File: src/rtl/wasm_trunc_f64.sv
// wasm_trunc_f64: multi-cycle f64 -> i32/i64 truncation for the WebAssembly
// trunc_f64_s/u and trunc_sat_f64_s/u instructions. One operation in flight,
// valid/ready on both sides, IDLE -> DECODE -> SHIFT -> DONE -> IDLE.

package wasm_pkg;
  typedef enum logic [1:0] {
    TRAP_NONE         = 2'd0,
    TRAP_INT_OVERFLOW = 2'd1,
    TRAP_INVALID_CONV = 2'd2
  } trap_t;
endpackage

module wasm_trunc_f64
  import wasm_pkg::*;
(
  input  logic        clk,
  input  logic        rst,
  input  logic        flush,
  input  logic        in_valid,
  output logic        in_ready,
  input  logic [2:0]  op,
  input  logic [63:0] operand,
  output logic        out_valid,
  input  logic        out_ready,
  output logic [63:0] result,
  output trap_t       trap
);

  typedef enum logic [1:0] {
    IDLE   = 2'd0,
    DECODE = 2'd1,
    SHIFT  = 2'd2,
    DONE   = 2'd3
  } state_t;

  state_t state, state_next;

  // latched request
  logic [2:0]  op_q;
  logic [63:0] operand_q;

  // decoded fields
  logic              is_nan;
  logic              is_inf;
  logic              exp_zero;
  logic signed [11:0] e;
  logic [52:0]       m;

  // registered outcome
  logic [63:0] result_q;
  trap_t       trap_q;
  logic        out_valid_q;

  // shift-stage combinational values
  logic        big;
  logic [63:0] mag;
  logic [5:0]  sh_right;
  logic [5:0]  sh_left;
  logic        ovf;
  logic [63:0] neg_val;
  logic [63:0] int_val;
  logic [63:0] sat_val;
  logic [63:0] res_next;
  trap_t       trap_next;

  logic accept;
  logic sign;
  logic is_unsigned;
  logic wide;
  logic saturating;

  assign accept      = (state == IDLE) && in_valid && !flush;
  assign sign        = operand_q[63];
  assign is_unsigned = op_q[0];
  assign wide        = op_q[1];
  assign saturating  = op_q[2];

  assign in_ready  = (state == IDLE);
  assign out_valid = out_valid_q;
  assign result    = result_q;
  assign trap      = trap_q;

  // State register; reset has priority over everything else.
  always_ff @(posedge clk) begin
    if (rst) state <= IDLE;
    else     state <= state_next;
  end

  // Next-state logic; flush abandons whatever is in flight, even in IDLE.
  always_comb begin
    state_next = state;
    if (flush) begin
      state_next = IDLE;
    end else begin
      case (state)
        IDLE:    if (in_valid) state_next = DECODE;
        DECODE:  state_next = SHIFT;
        SHIFT:   state_next = DONE;
        DONE:    if (out_ready) state_next = IDLE;
        default: state_next = IDLE;
      endcase
    end
  end

  // Capture the request on the accept edge.
  always_ff @(posedge clk) begin
    if (rst) begin
      op_q      <= 3'd0;
      operand_q <= 64'd0;
    end else if (accept) begin
      op_q      <= op;
      operand_q <= operand;
    end
  end

  // Classify the double and split it into unbiased exponent and significand.
  always_ff @(posedge clk) begin
    if (rst) begin
      is_nan   <= 1'b0;
      is_inf   <= 1'b0;
      exp_zero <= 1'b0;
      e        <= 12'sd0;
      m        <= 53'd0;
    end else if (state == DECODE) begin
      is_nan   <= (operand_q[62:52] == 11'h7FF) && (operand_q[51:0] != 52'd0);
      is_inf   <= (operand_q[62:52] == 11'h7FF) && (operand_q[51:0] == 52'd0);
      exp_zero <= (operand_q[62:52] == 11'h000);
      e        <= $signed({1'b0, operand_q[62:52]}) - 12'sd1023;
      m        <= {1'b1, operand_q[51:0]};
    end
  end

  // Align the significand into an integer magnitude, truncating toward zero.
  always_comb begin
    mag      = 64'd0;
    big      = is_inf || (e > 12'sd63);
    sh_right = 6'd52 - e[5:0];
    sh_left  = e[5:0] - 6'd52;
    if (!exp_zero && !big && (e >= 12'sd0)) begin
      if (e <= 12'sd52) mag = {11'd0, m} >> sh_right;
      else              mag = {11'd0, m} << sh_left;
    end
  end

  // Range check against the destination type, then pick the final value/trap.
  always_comb begin
    case ({wide, is_unsigned})
      2'b00:   ovf = big || (sign ? (mag > 64'h0000_0000_8000_0000)
                                  : (mag > 64'h0000_0000_7FFF_FFFF));
      2'b01:   ovf = big || (mag > 64'h0000_0000_FFFF_FFFF) || (sign && (mag != 64'd0));
      2'b10:   ovf = sign ? (big || (mag > 64'h8000_0000_0000_0000)) : (e > 12'sd62);
      default: ovf = big || (sign && (mag != 64'd0));
    endcase

    neg_val = 64'd0 - mag;
    int_val = sign ? neg_val : mag;
    if (!wide) int_val = {32'd0, int_val[31:0]};

    if (!sign) begin
      if (is_unsigned) sat_val = wide ? 64'hFFFF_FFFF_FFFF_FFFF : 64'h0000_0000_FFFF_FFFF;
      else             sat_val = wide ? 64'h7FFF_FFFF_FFFF_FFFF : 64'h0000_0000_7FFF_FFFF;
    end else begin
      if (is_unsigned) sat_val = 64'd0;
      else             sat_val = wide ? 64'h8000_0000_0000_0000 : 64'h0000_0000_8000_0000;
    end

    res_next  = int_val;
    trap_next = TRAP_NONE;
    if (is_nan) begin
      res_next  = 64'd0;
      trap_next = saturating ? TRAP_NONE : TRAP_INVALID_CONV;
    end else if (ovf) begin
      res_next  = saturating ? sat_val : 64'd0;
      trap_next = saturating ? TRAP_NONE : TRAP_INT_OVERFLOW;
    end
  end

  // Register the outcome on the SHIFT -> DONE edge; it holds through backpressure.
  always_ff @(posedge clk) begin
    if (rst) begin
      result_q <= 64'd0;
      trap_q   <= TRAP_NONE;
    end else if ((state == SHIFT) && !flush) begin
      result_q <= res_next;
      trap_q   <= trap_next;
    end
  end

  // out_valid is a flop that mirrors entry into and residence in DONE.
  always_ff @(posedge clk) begin
    if (rst) out_valid_q <= 1'b0;
    else     out_valid_q <= (state_next == DONE);
  end

endmodule

File: config.mk
export PLATFORM = sky130hd
export DESIGN_NAME = wasm_trunc_f64
export DESIGN_NICKNAME = d
export VERILOG_FILES = /design/src/rtl/wasm_trunc_f64.sv
export SDC_FILE = /design/constraint.sdc
export NUM_CORES = 1
export LEC_CHECK = 0
export CAP_MARGIN = 20
export CELL_PAD_IN_SITES_DETAIL_PLACEMENT = 2
export CELL_PAD_IN_SITES_GLOBAL_PLACEMENT = 2
export CORE_MARGIN = 5
export CORE_UTILIZATION = 39
export DETAILED_ROUTE_END_ITERATION = 7
export PLACE_DENSITY_LB_ADDON = 0.2
export SYNTH_ARGS = -nofsm -noshare
export SYNTH_HDL_FRONTEND = slang
export SYNTH_SLANG_ARGS = --single-unit
File: constraint.sdc
create_clock -name clk -period 9.85 [get_ports clk]
set_clock_uncertainty 0.2 [all_clocks]
set_input_delay 0.985 -clock clk [delete_from_list [all_inputs] [get_ports clk]]
set_output_delay 0.985 -clock clk [all_outputs]
set_load 0.02 [all_outputs]
==> results of run 1 <==
metrics by stage:
| step | util [%] | cell area [µm²] | power, mW | setup WS, ps |
|---|---|---|---|---|
| 6_report | 44.26 | 23260 | 2.869 | 1640 |
| 5_1_grt | 44.26 | 23260 | 2.937 | 1399 |
| 4_1_cts | 44.16 | 23200 | 2.829 | 1884 |
| 3_5_place_dp | 42.75 | 22470 | 1.944 | 1874 |
| 3_3_place_gp | 42.70 | 22440 | 1.902 | 2404 |
| 2_1_floorplan | - | 20690 | 1.540 | 3626 |
layer usage:
layer / vias to the layer above / share of wire (%) / GRT usage [%]
met3: 546 / 11 / 11.18
met5: - / 0.0098 / 0
met1: 12590 / 38 / 55.91
met4: 2 / 7.4 / 24.86
li1: 9955 / - / -
met2: 1723 / 44 / 69.17
cells by family after synthesis:
| family | after synthesis | synth area share [%] |
|---|---|---|
| and+or+nand+nor | 956 | 21.55 |
| AOI/OAI and AO/OA | 793 | 26.67 |
| muxes | 320 | 21.53 |
| buffers and inverters | 284 | 6.699 |
| DFF | 204 | 19.73 |
| xor gates and xnor gates | 77 | 3.331 |
| adders and majority gates | 8 | 0.4837 |
worst max-delay path by stage:
stage / from / to / slack, ps / cells after the start
after detailed placement: e[2] / result[10] / 1870 / 16
after global routing: e[2] / result[52] / 1400 / 17
final: e[2] / result[52] / 1640 / 17
after floorplan: e[0] / result[31] / 3630 / 27
after global placement: e[2] / result[62] / 2400 / 18
after CTS: e[2] / result[52] / 1880 / 18
power breakdown:
group          switching, mW  internal (mW)  leakage [nW]  total [mW]
sequential            0.0441          0.845          1.65       0.889
combinational          0.778          0.328          6.14        1.11
clock                  0.386          0.489         0.369       0.875
total                   1.21           1.66          8.17        2.87
state kept, by name, indices dropped and copies added (netlist names):
name,flops
op_q,3
state,2
is_inf,1
is_nan,1
exp_zero,1
result,64
trap,2
operand_q,64
e,12
out_valid,1
m,53
final cells by class:
type | count | share of cell area (%)
multi-input combinational | 2154 | 66.16
sequential | 204 | 17.61
inverter | 30 | 0.4895
tap | 688 | 3.701
timing repair buffer | 227 | 8.865
clock buffer | 34 | 2.996
clock inverter | 7 | 0.1775
worst min-delay path: stages (launching register included):
cell	delay [ps]
dfxtp_1	320
nand2_1	60
nand2_1	50
synthesized netlist by cell type (all sizes together), types with 9 or more instances:
| library cell | number |
|---|---|
| nand2 | 469 |
| a21oi | 226 |
| dfxtp | 204 |
| nor2 | 153 |
| mux2i | 148 |
| clkbuf | 137 |
| buf | 117 |
| o21ai | 113 |
| mux4 | 90 |
| mux2 | 82 |
| nor3 | 64 |
| nand3 | 51 |
| a211oi | 50 |
| xnor2 | 46 |
| a22o | 36 |
| o22ai | 36 |
| a31oi | 33 |
| nor4 | 32 |
| o211ai | 31 |
| xor2 | 31 |
| inv | 30 |
| o31ai | 29 |
| a22oi | 26 |
| nand4 | 26 |
| nand2b | 25 |
| and3 | 23 |
| a2111oi | 21 |
| a221oi | 21 |
| o32ai | 20 |
| and2 | 19 |
| nor2b | 18 |
| o221ai | 17 |
| or2 | 17 |
| or3 | 17 |
| o21a | 13 |
| a21o | 11 |
| o2111ai | 10 |
| or4 | 9 |
==> run_results.csv, run 1 <==
group,metric,value,unit
outcome,status,"complete, no violations",
grt,antenna_found_initial,1,
drt,routed_via_density,7.420,
synth,yosysSeqAreaShare,19.73,%
setup_path,slowest_stage,"ha_4",
setup_path,path_buf_inv,3,
floorplanning,die_y,240.4,µm
floorplanning,die_area,57770,µm²
grt,grt_max_degree,90,
layout,layout.cells.non_filler,3344,
layout,diodes,0,
synth,yosys_warnings,0,
clock_network,numCtsBuffers,23,
synth,synth-main-ff-cell,"dfxtp_1",
worst_hold_path,hold_path_startpoint,"result[13]",
grt,gr-usage-all-layers,44.29,%
placement,post-dp-hpwl,97710,µm
drt,wire_per_inst,39.70,µm
clock_network,ctsRootBufferMaster,"clkbuf_16",
setup_path,r2r_setup_slack,1640,ps
sta,tns,0,ps
sta,post-route-period-util,83.35,%
sta,holdWs,274.4,ps
drt,drtIter0Drc,3431,
drt,route.detailed.drc,0,
layout,fillers,5843,
clock_network,h-tree-depth,1,
grt,grt_pass1_vias,26100,
clock_network,clock_sinks,204,
pwr,power_density,123.4,nW/µm²
synth,synth_area,20690,µm²
sta,worstMarginPinSlew,1232,ps
pwr,p_leak,8.166,nW
worst_hold_path,hp-class,"reg -> reg",
layout,area_growth,12.39,%
grt,grt_pass1_wl,190400,µm
setup_path,path_cells,"inv_1 -> ha_4 -> buf_4 -> nand2_1 -> o22ai_1 -> a211oi_1 -> a211oi_1 -> or3_1 -> o211ai_1 -> nor4_1 -> nand4_1 -> o31ai_2 -> and4b_2 -> buf_4 -> o21ai_1 -> o21ai_0 -> nor2b_1",
floorplanning,core_area,52550,µm²
setup_path,path_class,"reg -> reg",
layout,regArea,4096,µm²
clock_network,clk_pin_slew,60,ps
sta,drv_slew,0,
floorplanning,initial_core_util,39.38,%
synth,synth_top_area_cell,"dfxtp_1",
clock_network,clk_path_buf_depth,3,
floorplanning,die_x,240.4,µm
drt,postRouteAntennaNets,0,
worst_hold_path,hold_path_end,"result[13]",
synth,netlist.area_leader.share,19.73,%
placement,io_buffers,139,
setup_path,r2r-start,"e[2]",
clock_network,post_cts_resized,0,
synth,synth_async_sr_flop_share,0,%
clock_network,post_cts_buffers,0,
sta,slew_headroom,17.53,%
placement,gp_congestion,1.085,
clock_network,cts_hold_buf,0,
layout,layout-drive-gt1-share,14.50,%
sta,hold_viol_final,0,
worst_hold_path,whs_path_depth,2,
setup_path,arrival,8460,ps
synth,syn_avg_cell_area,7.833,µm²
clock_network,cts_tree,"yes",
setup_path,cp_data_required_time,10100,ps
synth,syn_nets,2722,
setup_path,cp_max_fo,54,
layout,nets,2720,
setup_path,cpPeakStageDelay,920,ps
sta,rsz0062_at_grt,"no",
setup_path,reg2reg_depth,17,
layout,multi_input_area,15390,µm²
floorplanning,rows,84,
sta,fmax,121.8,MHz
pwr,peakVddDrop,0.1542,mV
placement,dpl.cell_count,3299,
drt,wirelength,132800,µm
setup_path,crit_family,"simple AND/OR/NAND/NOR gates",
setup_path,start_kind,"flop",
synth,synth_area_leaders,"dfxtp_1 20%, mux4_2 9.6%, nand2_1 8.5%",
synth,synth-edff-count,0,
synth,yosysUniqueCellTypes,116,
sta,finalCriticalPeriod,8210,ps
floorplanning,ios,140,
setup_path,endpoint_kind,"flop",
sta,setup-violations-final,0,
run,max_cap_viol_count,0,
drt,drt_first_pass_iters,6,
grt,grt_overflow,0,
drt,routed-via-count,24810,
clock_network,clock_latency,540,ps
synth,netlist_instances,2642,
synth,ys_seq_elements,204,
layout,final_cell_mix,"468 x nand2_1, 223 x a21oi_1, 200 x dfxtp_1",
setup_path,r2r_end,"result[52]",
layout,final_common_cell,"nand2_1",
Note: power is estimated with default switching activity, not from simulation.
==> run 2: changes to the inputs <==
Settings changed: CORE_UTILIZATION 39 to 33.
Clock period 9.85 ns to 6.95 ns, I/O delays scaled along.
==> run 2 against run 1 <==
Combinational power increased by 46%. Hold slack got worse by 29 ps. Sequential share of layout area decreased by 0.69 points. Register-to-register slack got worse by 1500 ps. Flip-flop and latch count unchanged. Global-route usage decreased by 8.9 points. Sequential power increased by 41%. Cell count increased by 7.1%. Non-clock buffer count increased by 86. Critical path depth decreased by 1. Largest cell class unchanged. Cell area increased by 4.1%.
==> run_results.csv, run 2 (synthesis gave the netlist of run 1 again) <==
group,metric,value,unit
sta,post-route-period-util,98.09,%
sta,fmax,146.7,MHz
layout,final_common_cell,"nand2_1",
clock_network,numCtsBuffers,24,
sta,tns,0,ps
grt,gr-usage-all-layers,35.40,%
sta,finalCriticalPeriod,6817,ps
worst_hold_path,hold_path_startpoint,"result[13]",
setup_path,slowest_stage,"o31ai_1",
clock_network,cts_tree,"yes",
layout,regArea,4096,µm²
floorplanning,core_area,61940,µm²
drt,drtIter0Drc,2572,
pwr,power,4.171,mW
clock_network,clk_path_buf_depth,3,
grt,grt_max_degree,86,
drt,met1Wirelength,51640,µm
layout,final_cell_mix,"468 x nand2_1, 224 x a21oi_1, 200 x dfxtp_1",
sta,drv_slew,0,
setup_path,crit_start,"e[4]",
placement,io_buffers,139,
layout,nets,2807,
setup_path,cp_common_cell,"buf_4",
floorplanning,ios,140,
drt,route.detailed.drc,0,
setup_path,cp_max_fo,18,
floorplanning,die_y,260.4,µm
pwr,peakVddDrop,0.1487,mV
setup_path,cpPeakStageDelay,1030,ps
floorplanning,initial_core_util,33.41,%
floorplanning,rows,91,
setup_path,r2r_setup_slack,130,ps
clock_network,post_cts_resized,0,
floorplanning,die_area,67820,µm²
layout,fillers,7050,
setup_path,path_buf_inv,4,
sta,slew_headroom,24.90,%
setup_path,start_kind,"flop",
drt,met3_length,10060,µm
placement,gp_congestion,1.021,
drt,wirelength,124600,µm
drt,top_layer,"met4",
setup_path,path_class,"reg -> reg",
grt,grt_pass1_wl,179800,µm
pwr,p_leak,8.621,nW
clock_network,clk_pin_slew,60,ps
layout,layout.cells.non_filler,3583,
sta,setup_ws,133.0,ps
sta,rsz0062_at_grt,"no",
drt,met2WireLength,55810,µm
grt,grt_pass1_vias,24800,
drt,drt_first_pass_iters,6,
drt,wire_per_inst,34.78,µm
sta,holdWs,245.6,ps
drt,routed-via-count,23940,
worst_hold_path,hp-class,"reg -> reg",
clock_network,post_cts_buffers,0,
outcome,status,"complete, no violations",
run,max_cap_viol_count,0,
drt,postRouteAntennaNets,0,
sta,worstMarginPinSlew,1117,ps
sta,hold_viol_final,0,
setup_path,endpoint_kind,"flop",
clock_network,cts_hold_buf,0,
setup_path,arrival,7080,ps
clock_network,clock_sinks,204,
clock_network,clock_latency,560,ps
grt,grt_overflow,0,
placement,post-dp-hpwl,98050,µm
floorplanning,die_x,260.4,µm
setup_path,crit_family,"simple AND/OR/NAND/NOR gates",
layout,area_growth,16.98,%
grt,antenna_found_initial,2,
layout,layout-drive-gt1-share,17.05,%
placement,pre_cts_slack,385.3,ps
layout,multi_input_area,15370,µm²
placement,dpl.cell_count,3536,
drt,routed_via_density,6.682,
pwr,power_density,172.3,nW/µm²
clock_network,ctsRootBufferMaster,"clkbuf_16",
setup_path,r2r-start,"e[4]",
setup_path,path_cells,"buf_4 -> xor2_2 -> buf_4 -> nand2_1 -> o31ai_1 -> o31ai_1 -> nand4bb_1 -> nor2_1 -> nand4_1 -> buf_4 -> o211ai_1 -> and4b_2 -> buf_4 -> nor3_2 -> a21oi_1 -> a21oi_1",
clock_network,h-tree-depth,1,
setup_path,cp_data_required_time,7210,ps
sta,setup-violations-final,0,
[run 2: changes by cell type in the layout (fill, tap and decap cells not counted), moves of 3 or more]
cell       change
a2111oi_1      -3
buf_4         +87
buf_12         +3
a2111oi_0      +3
buf_2          -3
clkinv_2       -4
clkbuf_16      +3
clkbuf_1       +4
[run 2: worst reg2reg max path: cells and delay by family (launching register included)]
family,cells,cell delay [ps]
flip-flops,1,950
AND/OR/NAND/NOR,6,2020
buffers and inverters,4,1060
AO/OA/AOI/OAI,5,1910
XOR/XNOR,1,620
[run 2: metrics by stage]
stage | util [%] | area, µm²
final | 39.09 | 24210
after global placement | 37.68 | 23340
after floorplan | - | 20690
after CTS | 39.00 | 24160
after detailed placement | 37.69 | 23340
after global routing | 39.08 | 24210
[run 2: layout make-up]
cell class | instances | area share, %
inverter | 30 | 0.4703
multi-input combinational | 2154 | 63.50
timing repair buffer | 313 | 11.41
clock buffer | 41 | 3.251
tap | 837 | 4.326
clock inverter | 3 | 0.1189
antenna | 1 | 0.01034
sequential | 204 | 16.92
[run 2: report_power, final]
group	internal [mW]	switching (mW)	total, mW
Sequential	1.20	0.0498	1.25
Clock	0.768	0.534	1.30
Combinational	0.531	1.09	1.62
[run 2: per-layer routing]
metal	track usage, %	vias to the layer above
met1	47.10	12280
met5	0	-
li1	-	10140
met3	5.592	271
met2	56.82	1250
met4	15.72	0
[run 2: path summary, 6_finish.rpt]
| kind | end | cells past startpoint |
|---|---|---|
| worst max-delay path | result[37] | 16 |
| worst min-delay path | result[13] | 2 |
| worst max register to register | result[37] | 16 |
| worst min register to register | result[13] | 2 |
==> run 3: changes to the inputs <==
Settings changed: CAP_MARGIN 20 to 15.
==> run 3 against run 2 <==
Hold slack is essentially flat. Combinational power is essentially flat. Setup slack gained 170 ps. Fmax grew 2.5%. Cell area is essentially flat. Flip-flop and latch count is the same. Register-to-register slack gained 170 ps. Non-clock buffer count is the same. Die area is the same. Largest power group unchanged. Highest routed layer is now met5.
==> run_results.csv, run 3 (synthesis gave the netlist of run 1 again) <==
group,metric,value,unit
setup_path,r2r_end,"result[52]",
floorplanning,core_area,61940,µm²
setup_path,r2r_setup_slack,300,ps
drt,drtIter0Drc,2582,
setup_path,slowest_stage,"mux4_1",
sta,hold_viol_final,0,
setup_path,arrival,6930,ps
grt,gr-usage-all-layers,35.20,%
drt,route.detailed.drc,0,
layout,layout-drive-gt1-share,17.08,%
placement,dpl.cell_count,3535,
clock_network,clock_sinks,204,
setup_path,endpoint_kind,"flop",
grt,antenna_found_initial,7,
grt,grt_pass1_vias,24630,
outcome,status,"complete, no violations",
grt,grt_pass1_wl,178900,µm
sta,rsz0062_at_grt,"no",
layout,area_growth,16.93,%
placement,post-dp-hpwl,98010,µm
sta,setup_ws,300.6,ps
worst_hold_path,whs_path_depth,2,
clock_network,numCtsBuffers,25,
setup_path,cp_max_fo,24,
floorplanning,die_area,67820,µm²
clock_network,cts_hold_buf,0,
clock_network,post_cts_buffers,0,
floorplanning,rows,91,
clock_network,clk_pin_slew,60,ps
sta,tns,0,ps
setup_path,start_kind,"flop",
setup_path,cp_common_cell,"buf_4",
layout,nets,2808,
sta,slew_headroom,29.78,%
placement,pre_cts_slack,401.5,ps
sta,post-route-period-util,95.68,%
sta,drv_slew,0,
drt,drt_first_pass_iters,8,
setup_path,cp_data_required_time,7230,ps
setup_path,path_class,"reg -> reg",
setup_path,reg2reg_depth,20,
clock_network,h-tree-depth,1,
floorplanning,die_x,260.4,µm
drt,wire_per_inst,34.55,µm
placement,place_area,23340,µm²
floorplanning,initial_core_util,33.41,%
drt,routed-via-count,23850,
placement,gp_congestion,1.021,
sta,holdWs,245.4,ps
worst_hold_path,hold_path_startpoint,"result[13]",
layout,final_cell_mix,"468 x nand2_1, 224 x a21oi_1, 200 x dfxtp_1",
drt,routed_via_density,6.655,
worst_hold_path,hp-class,"reg -> reg",
grt,grt_max_degree,86,
clock_network,cts_tree,"yes",
clock_network,ctsRootBufferMaster,"clkbuf_16",
clock_network,clock_latency,550,ps
layout,fin_area,24200,µm²
drt,wirelength,123800,µm
run,max_cap_viol_count,0,
drt,postRouteAntennaNets,0,
sta,finalCriticalPeriod,6649,ps
sta,worstMarginPinSlew,1049,ps
layout,final_common_cell,"nand2_1",
clock_network,post_cts_resized,0,
placement,io_buffers,139,
setup_path,path_cells,"inv_1 -> ha_4 -> buf_4 -> mux4_1 -> mux2_2 -> o32ai_1 -> nand2b_1 -> o41ai_1 -> a211oi_1 -> nand4_1 -> nor4_2 -> nand4_1 -> buf_4 -> o41ai_1 -> buf_4 -> xor2_1 -> buf_4 -> a21oi_1 -> o21ai_0 -> nor2b_1",
layout,layout.cells.non_filler,3584,
grt,grt_overflow,0,
sta,fmax,150.4,MHz
pwr,peakVddDrop,0.1721,mV
setup_path,r2r-start,"e[2]",
clock_network,clk_path_buf_depth,3,
pwr,p_leak,8.635,nW
floorplanning,ios,140,
setup_path,cpPeakStageDelay,680,ps
pwr,power_density,171.7,nW/µm²
worst_hold_path,hold_path_end,"result[13]",
layout,fillers,7051,
setup_path,crit_start,"e[2]",
sta,setup-violations-final,0,
floorplanning,die_y,260.4,µm
-- run 3: cell count changes in the layout (fill, tap and decap cells not counted), sizes merged --
cell          before  now
buf              175  174
clkbuf            41   38
clkinv             3    5
dlymetal6s2s       0    1
inv               29   31
-- run 3: layout make-up --
class,instances,area [µm²],area share (%)
multi-input combinational,2154,15370,63.52
sequential,204,4096,16.93
timing repair buffer,313,2770,11.45
tap,837,1047,4.328
clock buffer,38,745.7,3.082
inverter,30,113.9,0.4705
clock inverter,7,51.30,0.2120
antenna,1,2.502,0.01034
-- run 3: layer usage --
layer | vias up | GRT usage (%) | routed length (µm) | part of all wire (%)
li1 | 10160 | - | - | -
met1 | 12260 | 46.87 | 51620 | 42
met4 | 4 | 15.16 | 6576 | 5.3
met5 | - | 0 | 23 | 0.019
met3 | 269 | 5.863 | 9871 | 8.0
met2 | 1158 | 56.48 | 55760 | 45
-- run 3: through the flow --
stage | power [mW] | utilization (%)
detailed placement | 2.839 | 37.68
finish | 4.154 | 39.07
global route | 4.298 | 39.07
global placement | 2.804 | 37.68
floorplan | 2.182 | -
CTS | 4.133 | 38.97
-- run 3: worst max-delay path by stage --
| stage | to | slack [ps] | cells after the start |
|---|---|---|---|
| 2_1_floorplan | result[31] | 730 | 27 |
| 3_3_place_gp | result[56] | 630 | 21 |
| 3_5_place_dp | result[52] | 400 | 22 |
| 4_1_cts | result[37] | 340 | 20 |
| 5_1_grt | result[57] | 40 | 19 |
| 6_report | result[52] | 300 | 20 |
-- run 3: power by group --
part | leakage [nW] | internal [mW] | switching (mW)
Combinational | 6.59 | 0.531 | 1.09
Clock | 0.391 | 0.741 | 0.545
Sequential | 1.65 | 1.20 | 0.0491
-- run 3: worst max-delay path: cells and delay by family (launching register included) --
| family | cells | cell delay (ps) |
|---|---|---|
| multiplexers | 2 | 1090 |
| buffers and inverters | 5 | 1070 |
| XOR/XNOR | 1 | 300 |
| AO/OA/AOI/OAI | 6 | 1410 |
| AND/OR/NAND/NOR | 5 | 1350 |
| flip-flops | 1 | 560 |
| adder cells (fa/ha/maj) | 1 | 560 |
